`config.mk`:
```
export PLATFORM = sky130hd
export DESIGN_NAME = split_data
export DESIGN_NICKNAME = d
export VERILOG_FILES = /design/src/rtl/split_data.sv
export SDC_FILE = /design/constraint.sdc
export NUM_CORES = 1
export LEC_CHECK = 0
export ABC_AREA = 0
export CORE_MARGIN = 4
export CORE_UTILIZATION = 40
export DETAILED_ROUTE_END_ITERATION = 16
export PLACE_DENSITY = 0.66
export SLEW_MARGIN = 25
export SYNTH_ARGS = -nofsm -noshare
export SYNTH_HDL_FRONTEND = slang
export SYNTH_SLANG_ARGS = --single-unit
```
`constraint.sdc`:
```
create_clock -name clk -period 2.1 [get_ports clk]
set_input_delay 0.42 -clock clk [delete_from_list [all_inputs] [get_ports clk]]
set_output_delay 0.42 -clock clk [all_outputs]
set_load 0.05 [all_outputs]
```
`src/rtl/split_data.sv`:
```
// Splits a 2*WIDTH-bit sample into bytes, MSB first, for the UART TX core; SPLIT_SYNC_EN prepends SYNC_BYTE.
// First tx_start_o 2 clk after an accepted start_i; stalls on tx_busy_i, start_i ignored while ready_o=0.
module split_data #(
  parameter int          WIDTH     = 16,
  parameter logic [7:0]  SYNC_BYTE = 8'hA5
) (
  input  logic                      clk,
  input  logic                      rst,
  input  logic                      start_i,
  input  logic signed [2*WIDTH-1:0] data_i,
  output logic                      ready_o,
  input  logic                      tx_busy_i,
  output logic                      tx_start_o,
  output logic signed [7:0]         data_uart_o,
  output logic                      split_finished_o
);

  localparam int SW     = 2 * WIDTH;
  localparam int NBYTES = SW / 8;
`ifdef SPLIT_SYNC_EN
  localparam int CW     = $clog2(NBYTES + 2);
  localparam int NLOAD  = NBYTES + 1;
`else
  localparam int CW     = $clog2(NBYTES + 1);
  localparam int NLOAD  = NBYTES;
`endif
  localparam logic [CW-1:0] CNT_LOAD = CW'(NLOAD);

  if ((SW % 8) != 0 || $bits(SYNC_BYTE) != 8) begin : g_bad_cfg
    $error("split_data: 2*WIDTH must be a multiple of 8");
  end

  typedef enum logic [1:0] {IDLE, SEND, ACK, DONE} state_t;

  state_t            state, state_nxt;
  logic [SW-1:0]     sh, sh_nxt;
  logic [CW-1:0]     cnt, cnt_nxt;
  logic              ready_nxt, tx_start_nxt, fin_nxt;
  logic signed [7:0] data_uart_nxt;

  always_ff @(posedge clk or negedge rst) begin
    if (!rst) begin
      state            <= IDLE;
      sh               <= '0;
      cnt              <= '0;
      ready_o          <= 1'b1;
      tx_start_o       <= 1'b0;
      data_uart_o      <= '0;
      split_finished_o <= 1'b0;
    end else begin
      state            <= state_nxt;
      sh               <= sh_nxt;
      cnt              <= cnt_nxt;
      ready_o          <= ready_nxt;
      tx_start_o       <= tx_start_nxt;
      data_uart_o      <= data_uart_nxt;
      split_finished_o <= fin_nxt;
    end
  end

  always_comb begin
    state_nxt     = state;
    sh_nxt        = sh;
    cnt_nxt       = cnt;
    ready_nxt     = ready_o;
    tx_start_nxt  = 1'b0;
    data_uart_nxt = data_uart_o;
    fin_nxt       = 1'b0;
    case (state)
      IDLE: begin
        // The completion-pulse cycle is already IDLE but must not accept a new load.
        if (start_i && !split_finished_o) begin
          sh_nxt    = data_i;
          cnt_nxt   = CNT_LOAD;
          ready_nxt = 1'b0;
          state_nxt = SEND;
        end
      end
      SEND: begin
        if (!tx_busy_i) begin
          tx_start_nxt = 1'b1;
          cnt_nxt      = cnt - CW'(1);
          state_nxt    = ACK;
`ifdef SPLIT_SYNC_EN
          if (cnt == CNT_LOAD) begin
            data_uart_nxt = SYNC_BYTE;
          end else begin
            data_uart_nxt = sh[SW-1 -: 8];
            sh_nxt        = sh << 8;
          end
`else
          data_uart_nxt = sh[SW-1 -: 8];
          sh_nxt        = sh << 8;
`endif
        end
      end
      ACK: begin
        if (tx_busy_i) state_nxt = DONE;
      end
      DONE: begin
        if (!tx_busy_i) begin
          if (cnt != '0) begin
            state_nxt = SEND;
          end else begin
            fin_nxt   = 1'b1;
            ready_nxt = 1'b1;
            state_nxt = IDLE;
          end
        end
      end
      default: state_nxt = IDLE;
    endcase
  end

endmodule

```
Word-level counts from Yosys, hierarchy flattened:

Cells that the tools add are included.

* ROM bits: 0
* input bits: 36
* register bits: 48
* output and inout port bits: 11
* bits in writable memories: 0
* memories: 0
* bits in latches: 0
* word-level logic and storage cells: 48

* bitwise operators: 1
* muxes and demuxes: 21
* divide/modulo/power cells: 0
* equal/unequal tests: 8
* add/sub/neg operators: 1
* multiply operators: 0
* order comparisons: 0
* shifts and indexed selects: 0
* reductions and logical operators: 10

Operator list (count)
* $mux W32: 2
* $pmux W32 S2: 1
* $ne A2 B2 Y1 const B: 5
* $mux W1: 9
* $mux W2: 4
* $pmux W2 S4: 1
* $reduce_and A4 Y1: 2
* $mux W3: 2
* $pmux W3 S2: 1
* $eq A2 B2 Y1 const B: 2
* $reduce_bool A2 Y1: 2
* $reduce_and A3 Y1: 1
* $reduce_bool A3 Y1: 1
* $sub A3 B1 Y3 const B: 1
* $eq A2 B1 Y1 const B: 1
* $logic_not A2 Y1: 1
* $pmux W1 S2: 1
* $reduce_and A2 Y1: 1
* $logic_and A1 B1 Y1: 1
* $logic_not A1 Y1: 1
* $not A1 Y1: 1

Longest topological paths before layout:

Gate-level depths: netlist of run 1.

* word-level depth: 4
* mapped depth: 9
* depth with buffers taken out: 6

Worst setup path after synthesis of run 1:

Ideal clock, no wire load.

* path kind: flip-flop to flip-flop
* start: reg state[1]
* end: reg data_uart_o[0]
* arrival: 1.571 ns
* library setup time: 0.125 ns
* period minus slack after synthesis: 1.696 ns
* cell stages (with the launch flop): 7
* slack: 0.404 ns
* cell sequence: dfrtp_1 inv_1 ha_1 buf_6 inv_2 nor2_2 mux2_2

* word-level cells in the longest chain between the ends: 2

RTL lines
* start, declared: RTL line 35 `state_t state, state_nxt;`
* start signal, assigned: RTL line 51 `state <= state_nxt;`
* $eq A2 B1 Y1: RTL line 69 `case (state)`
* $reduce_and A2 Y1 (no source line)
* end signal, assigned: RTL line 56 `data_uart_o <= data_uart_nxt;`
* end, declared: RTL line 14 `output logic signed [7:0] data_uart_o,`

Every way passes these cells.
A chain may end at the register's enable or synchronous reset.

Worst setup path after layout of run 1:

* start: reg state[0]
* end: reg sh[0]

* word-level cells in the longest chain between the ends: 3
* elaborated cells on any way between the ends: 7

RTL lines
* $eq A2 B1 Y1 / $logic_not A2 Y1 (equally long branches): RTL line 69
* $ne A2 B2 Y1 (no source line) / $reduce_bool A2 Y1 (equally long branches)
* $reduce_and A3 Y1 (no source line)
* end signal, assigned: RTL line 52 `sh <= sh_nxt;`
* end, declared: RTL line 36 `logic [SW-1:0] sh, sh_nxt;`

Several ways; a longest one is shown, not always the timed one.

==> qor.yml, run 1 <==
rr_worst_depth: 7
crit_start: "state[0]"
synth_cells: 207
cts-root-buf: "clkbuf_8"
drv_slew: 0
fin_cells: 330
viasPerCell: 4.77
cts_tree: "yes"
grt_max_degree: 66
syn2layout_area_growth_pct: 28.3
async_flop_share: 1.00
dpl-instance-area_sq_um: 2890
hold_slack_ps: 63.8
synthesis.nets: 251
crit_path_max_fanout: 65
final_common_cell: "dfrtp_1"
crit_path_end_kind: "flip-flop"
synthTopCellsByArea: "dfrtp_1 50%, mux2i_1 10%, a21oi_2 6.4%, mux2_2 5.3%, nor2_1 4.3%"
io_buffers: 46
avgSynthCellArea_sq_um: 11.3
start_kind: "flip-flop"
finalNetCount: 301
fin_area_sq_um: 3000
clk_path_buf_depth: 2
rows: 27
drt-pass1-iter-count: 4
path_cells: "inv_1 > ha_2 > nor2_1 > a211oi_4 > buf_12 > nand3_1 > o21ai_0"
synth_ff_type: "dfrtp_1"
min_period_ps: 1880
final-setup-viol-count: 0
postCtsSetupBuffers: 0
insertion_delay_ps: 300
cts_sinks: 48
dp_slack_ps: 101
fp.dieW_um: 84.4
routed_wl_mm: 4.33
yosysTopAreaCellShare: 0.503
antennaDiodeCount: 0
grt_overflow: 0
routed-via-count: 1573
layout_setup_ws_ps: 219
arrival_ps: 2090
synth.yosys.seq_area_share: 0.514
yosys_warnings: 0
fmax_mhz: 532
leakagePower_uw: 0.00126
slew-limit-headroom: 0.669
ir_drop_mv: 0.648
drt-initial-drc-count: 91
ant_nets: 0
die-area_sq_um: 7130
wire_per_inst_um: 13.1
cts_resized: 0
max_slew.worst_pin.slew_ps: 496
grt_pass1_wl_mm: 7.62
drc: 0
r2r_start: "state[0]"
die_h_um: 84.4
powerDensity_nw_per_um2: 1630
antenna_found_initial: 0
critPathMaxStageDelay_ps: 440
syn-cell-area_sq_um: 2340
fillers: 532
holdBufCountCts: 0
clkTransAtPathRegs_ps: 90
dp.cells: 322
routabilityCongestion: 0.814
worstHoldPathType: "input port to async pin"
hold_violations: 0
cp.required_ps: 2310
pin_count: 47
netlist-cell-type-count: 29
place_hpwl_mm: 3.08
fin_tns_setup_ps: 0
cp_slowest_cell: "dfrtp_1"
synth_edf_count: 0
cap_violations: 0
fin_crit_sh: 0.896
ys_ff_latch: 48
fp.coreArea_sq_um: 5570
mostFrequentLayoutCells: "47 x dfrtp_1, 44 x clkdlybuf4s50_1, 27 x nor2_1, 24 x mux2i_1, 17 x a21oi_2"
rsz0062_at_grt: "false"
yosysTopAreaCell: "dfrtp_1"
clock_skew_ps: 6.31
grt_pass1_vias: 1635
cts_made_buffers: 5
start_util: 0.419
worstSetupPathType: "flip-flop to flip-flop"
grt_usage: 0.132
status: "finished clean"
drive_above_1_share: 0.202
cts_max_level: 2
[metrics by stage]
stage           util  power (uW)
6_report       0.538        4880
5_1_grt        0.538        5270
4_1_cts        0.537        4940
3_5_place_dp   0.518        4280
3_3_place_gp   0.518        4230
2_1_floorplan      -        3680
[area by class of cell]
cell class / count / area (sq um) / area share
clock buffer: 6 / 72.6 / 0.0242
clock inverter: 2 / 35.0 / 0.0117
inverter: 14 / 52.6 / 0.0175
multi-input combinational: 134 / 1010 / 0.336
sequential: 48 / 1200 / 0.401
tap: 72 / 90.1 / 0.0301
timing repair buffer: 54 / 538 / 0.179
[report_power, final]
part	internal (uW)	switching (uW)	leakage, uW	total, uW
logic	1110	1500	0.000647	2610
clock network	354	298	0.0000552	652
registers	1380	232	0.000554	1620
total	2850	2030	0.00126	4880
[worst max-delay path: cells and delay by family, from the launching register on]
| family | cells | cell delay, ps |
|---|---|---|
| DFF | 1 | 440 |
| and+or+nand+nor | 2 | 220 |
| buffers and inverters | 2 | 450 |
| adders and majority gates | 1 | 300 |
| AOI/OAI and AO/OA | 2 | 340 |
[cell usage after synthesis (4+ instances only)]
cell type and instances:
o21ai_0 11, buf_2 4, buf_6 4, dfrtp_1 47
mux2i_1 24, nor2_1 27, inv_1 13, a21oi_1 9
mux2_2 11, a21oi_2 17, ha_1 8, nand3_1 9
[cell families after synthesis]
kind of cell	share of synthesized area
AND/OR/NAND/NOR	0.0932
adder cells (fa/ha/maj)	0.0428
flip-flops	0.514
AO/OA/AOI/OAI	0.134
multiplexers	0.156
buffers and inverters	0.0600
[sequential cells by signal (all words and copies together), names as in the netlist]
name              cells
split_finished_o      1
cnt                   3
data_uart_o           8
sh                   32
ready_o               1
state                 2
tx_start_o            1
[path summary, 6_finish.rpt]
kind | slack (ps) | endpoint
max | 220 | sh[0]
min | 60 | sh[7]
max reg2reg | 220 | sh[0]
min reg2reg | 510 | data_uart_o[1]
max in group asynchronous | 1510 | sh[27]
min in group clk | 510 | data_uart_o[1]
[layer usage]
metal	wire, um	vias to the layer above	global-route usage	share of wire
met4	58	0	0.0475	0.013
met1	2110	733	0.171	0.49
met2	1980	30	0.217	0.46
met5	0	-	0	0
li1	-	805	-	-
met3	185	5	0.0285	0.043
(Power assumes the default switching activity.)
==> run 2: changes to the inputs <==
--- a/config.mk
+++ b/config.mk
@@ -7,9 +7,9 @@
 export LEC_CHECK = 0
 export ABC_AREA = 0
 export CORE_MARGIN = 4
-export CORE_UTILIZATION = 40
+export CORE_UTILIZATION = 30
 export DETAILED_ROUTE_END_ITERATION = 16
-export PLACE_DENSITY = 0.66
+export PLACE_DENSITY = 0.52
 export SLEW_MARGIN = 25
 export SYNTH_ARGS = -nofsm -noshare
 export SYNTH_HDL_FRONTEND = slang
==> run 2 against run 1 <==
Effect of this change: count of clock-buffer cells in the layout grew 2; combinational power is 2% higher; largest cell class unchanged; non-clock buffer count decreased by 1.
==> qor.yml, run 2 (same netlist as run 1, synthesis figures left out) <==
cp_slowest_cell: "clkdlybuf4s50_1"
largest_reg_flops: 32
syn2layout_area_growth_pct: 28.6
clkTransAtPathRegs_ps: 90
final_common_cell: "dfrtp_1"
routed-via-count: 1553
dp.cells: 348
drv_slew: 0
reg.largest.list: "sh (32), data_uart_o (8), cnt (3)"
start_kind: "flip-flop"
hold_slack_ps: 215
die-area_sq_um: 9270
cp.required_ps: 1680
finalNetCount: 300
cap_violations: 0
slew-limit-headroom: 0.592
path_cells: "clkdlybuf4s50_1"
drt-initial-drc-count: 64
antenna_found_initial: 0
grt_pass1_wl_mm: 7.94
mostFrequentLayoutCells: "47 x dfrtp_1, 44 x clkdlybuf4s50_1, 27 x nor2_1, 24 x mux2i_1, 17 x a21oi_2"
grt_pass1_vias: 1676
die_h_um: 96.3
antennaDiodeCount: 0
ir_drop_mv: 0.731
cts_sinks: 48
grt_usage: 0.112
status: "finished clean"
arrival_ps: 1450
powerDensity_nw_per_um2: 1600
regMostFlops: "sh"
cts_tree: "yes"
crit_path_max_fanout: 2
clock_skew_ps: 8.03
crit_path_end_kind: "output pin"
pin_count: 47
routed_wl_mm: 4.64
place_hpwl_mm: 3.29
final-setup-viol-count: 0
routabilityCongestion: 0.721
cts_max_level: 2
min_period_ps: 1870
fp.coreArea_sq_um: 7410
drt-pass1-iter-count: 2
max_slew.worst_pin.slew_ps: 612
fmax_mhz: 535
drive_above_1_share: 0.195
cts_resized: 0
hold_violations: 0
ant_nets: 0
fin_cells: 356
cts-root-buf: "clkbuf_8"
crit_family: "buffers and inverters"
viasPerCell: 4.36
rsz0062_at_grt: "false"
insertion_delay_ps: 290
leakagePower_uw: 0.00124
worst-path-buf-inv: 1
fin_tns_setup_ps: 0
worstSetupPathType: "flip-flop to output pin"
postCtsSetupBuffers: 0
clk_path_buf_depth: 2
fin_crit_sh: 0.890
rows: 31
holdBufCountCts: 0
grt_max_degree: 49
start_util: 0.315
critPathMaxStageDelay_ps: 800
fp.dieW_um: 96.3
cts_made_buffers: 5
grt_overflow: 0
io_buffers: 46
worstHoldPathType: "input port to async pin"
wire_per_inst_um: 13.0
drc: 0
-- run 2: cell count changes in the layout (fill, tap and decap cells not counted), sizes merged --
cell	previous run	this run
clkinv	1	0
clkbuf	6	8
bufinv	1	0
buf	10	9
-- run 2: final cells by class --
type / count / area, sq um
clock buffer: 8 / 90.1
fill: 732 / 4400
inverter: 14 / 52.6
multi-input combinational: 134 / 1010
sequential: 48 / 1200
tap: 99 / 124
timing repair buffer: 53 / 531
-- run 2: path summary, 6_finish.rpt --
path	startpoint	end	slack [ps]	depth (start not counted)
setup / recovery	split_finished_o	split_finished_o	230	1
setup reg to reg	state[0]	sh[7]	250	7
hold / removal	rst	sh[7]	210	2
min in group clk	data_uart_o[6]	data_uart_o[6]	510	1
hold reg to reg	data_uart_o[6]	data_uart_o[6]	510	1
max in group asynchronous	rst	sh[26]	1470	2
-- run 2: routing by layer --
metal	global-route usage	part of all wire	vias up
li1	-	-	806
met1	0.156	0.50	713
met2	0.168	0.44	30
met3	0.0227	0.047	4
met4	0.0415	0.011	0
met5	0	0	-
-- run 2: power breakdown --
group / leakage [uW] / internal [uW] / total (uW) / switching [uW]
logic: 0.000641 / 1140 / 2660 / 1510
clock network: 0.0000455 / 269 / 555 / 286
registers: 0.000554 / 1380 / 1610 / 229
total: 0.00124 / 2790 / 4820 / 2030
-- run 2: through the flow --
step           setup WS [ps]  cell area [sq um]   util  total power, uW
5_1_grt                 83.0               3010  0.406             5270
3_3_place_gp             136               2910  0.393             4290
4_1_cts                  139               3000  0.406             4910
3_5_place_dp             104               2910  0.393             4340
6_report                 230               3010  0.406             4820
2_1_floorplan            404               2340      -             3680
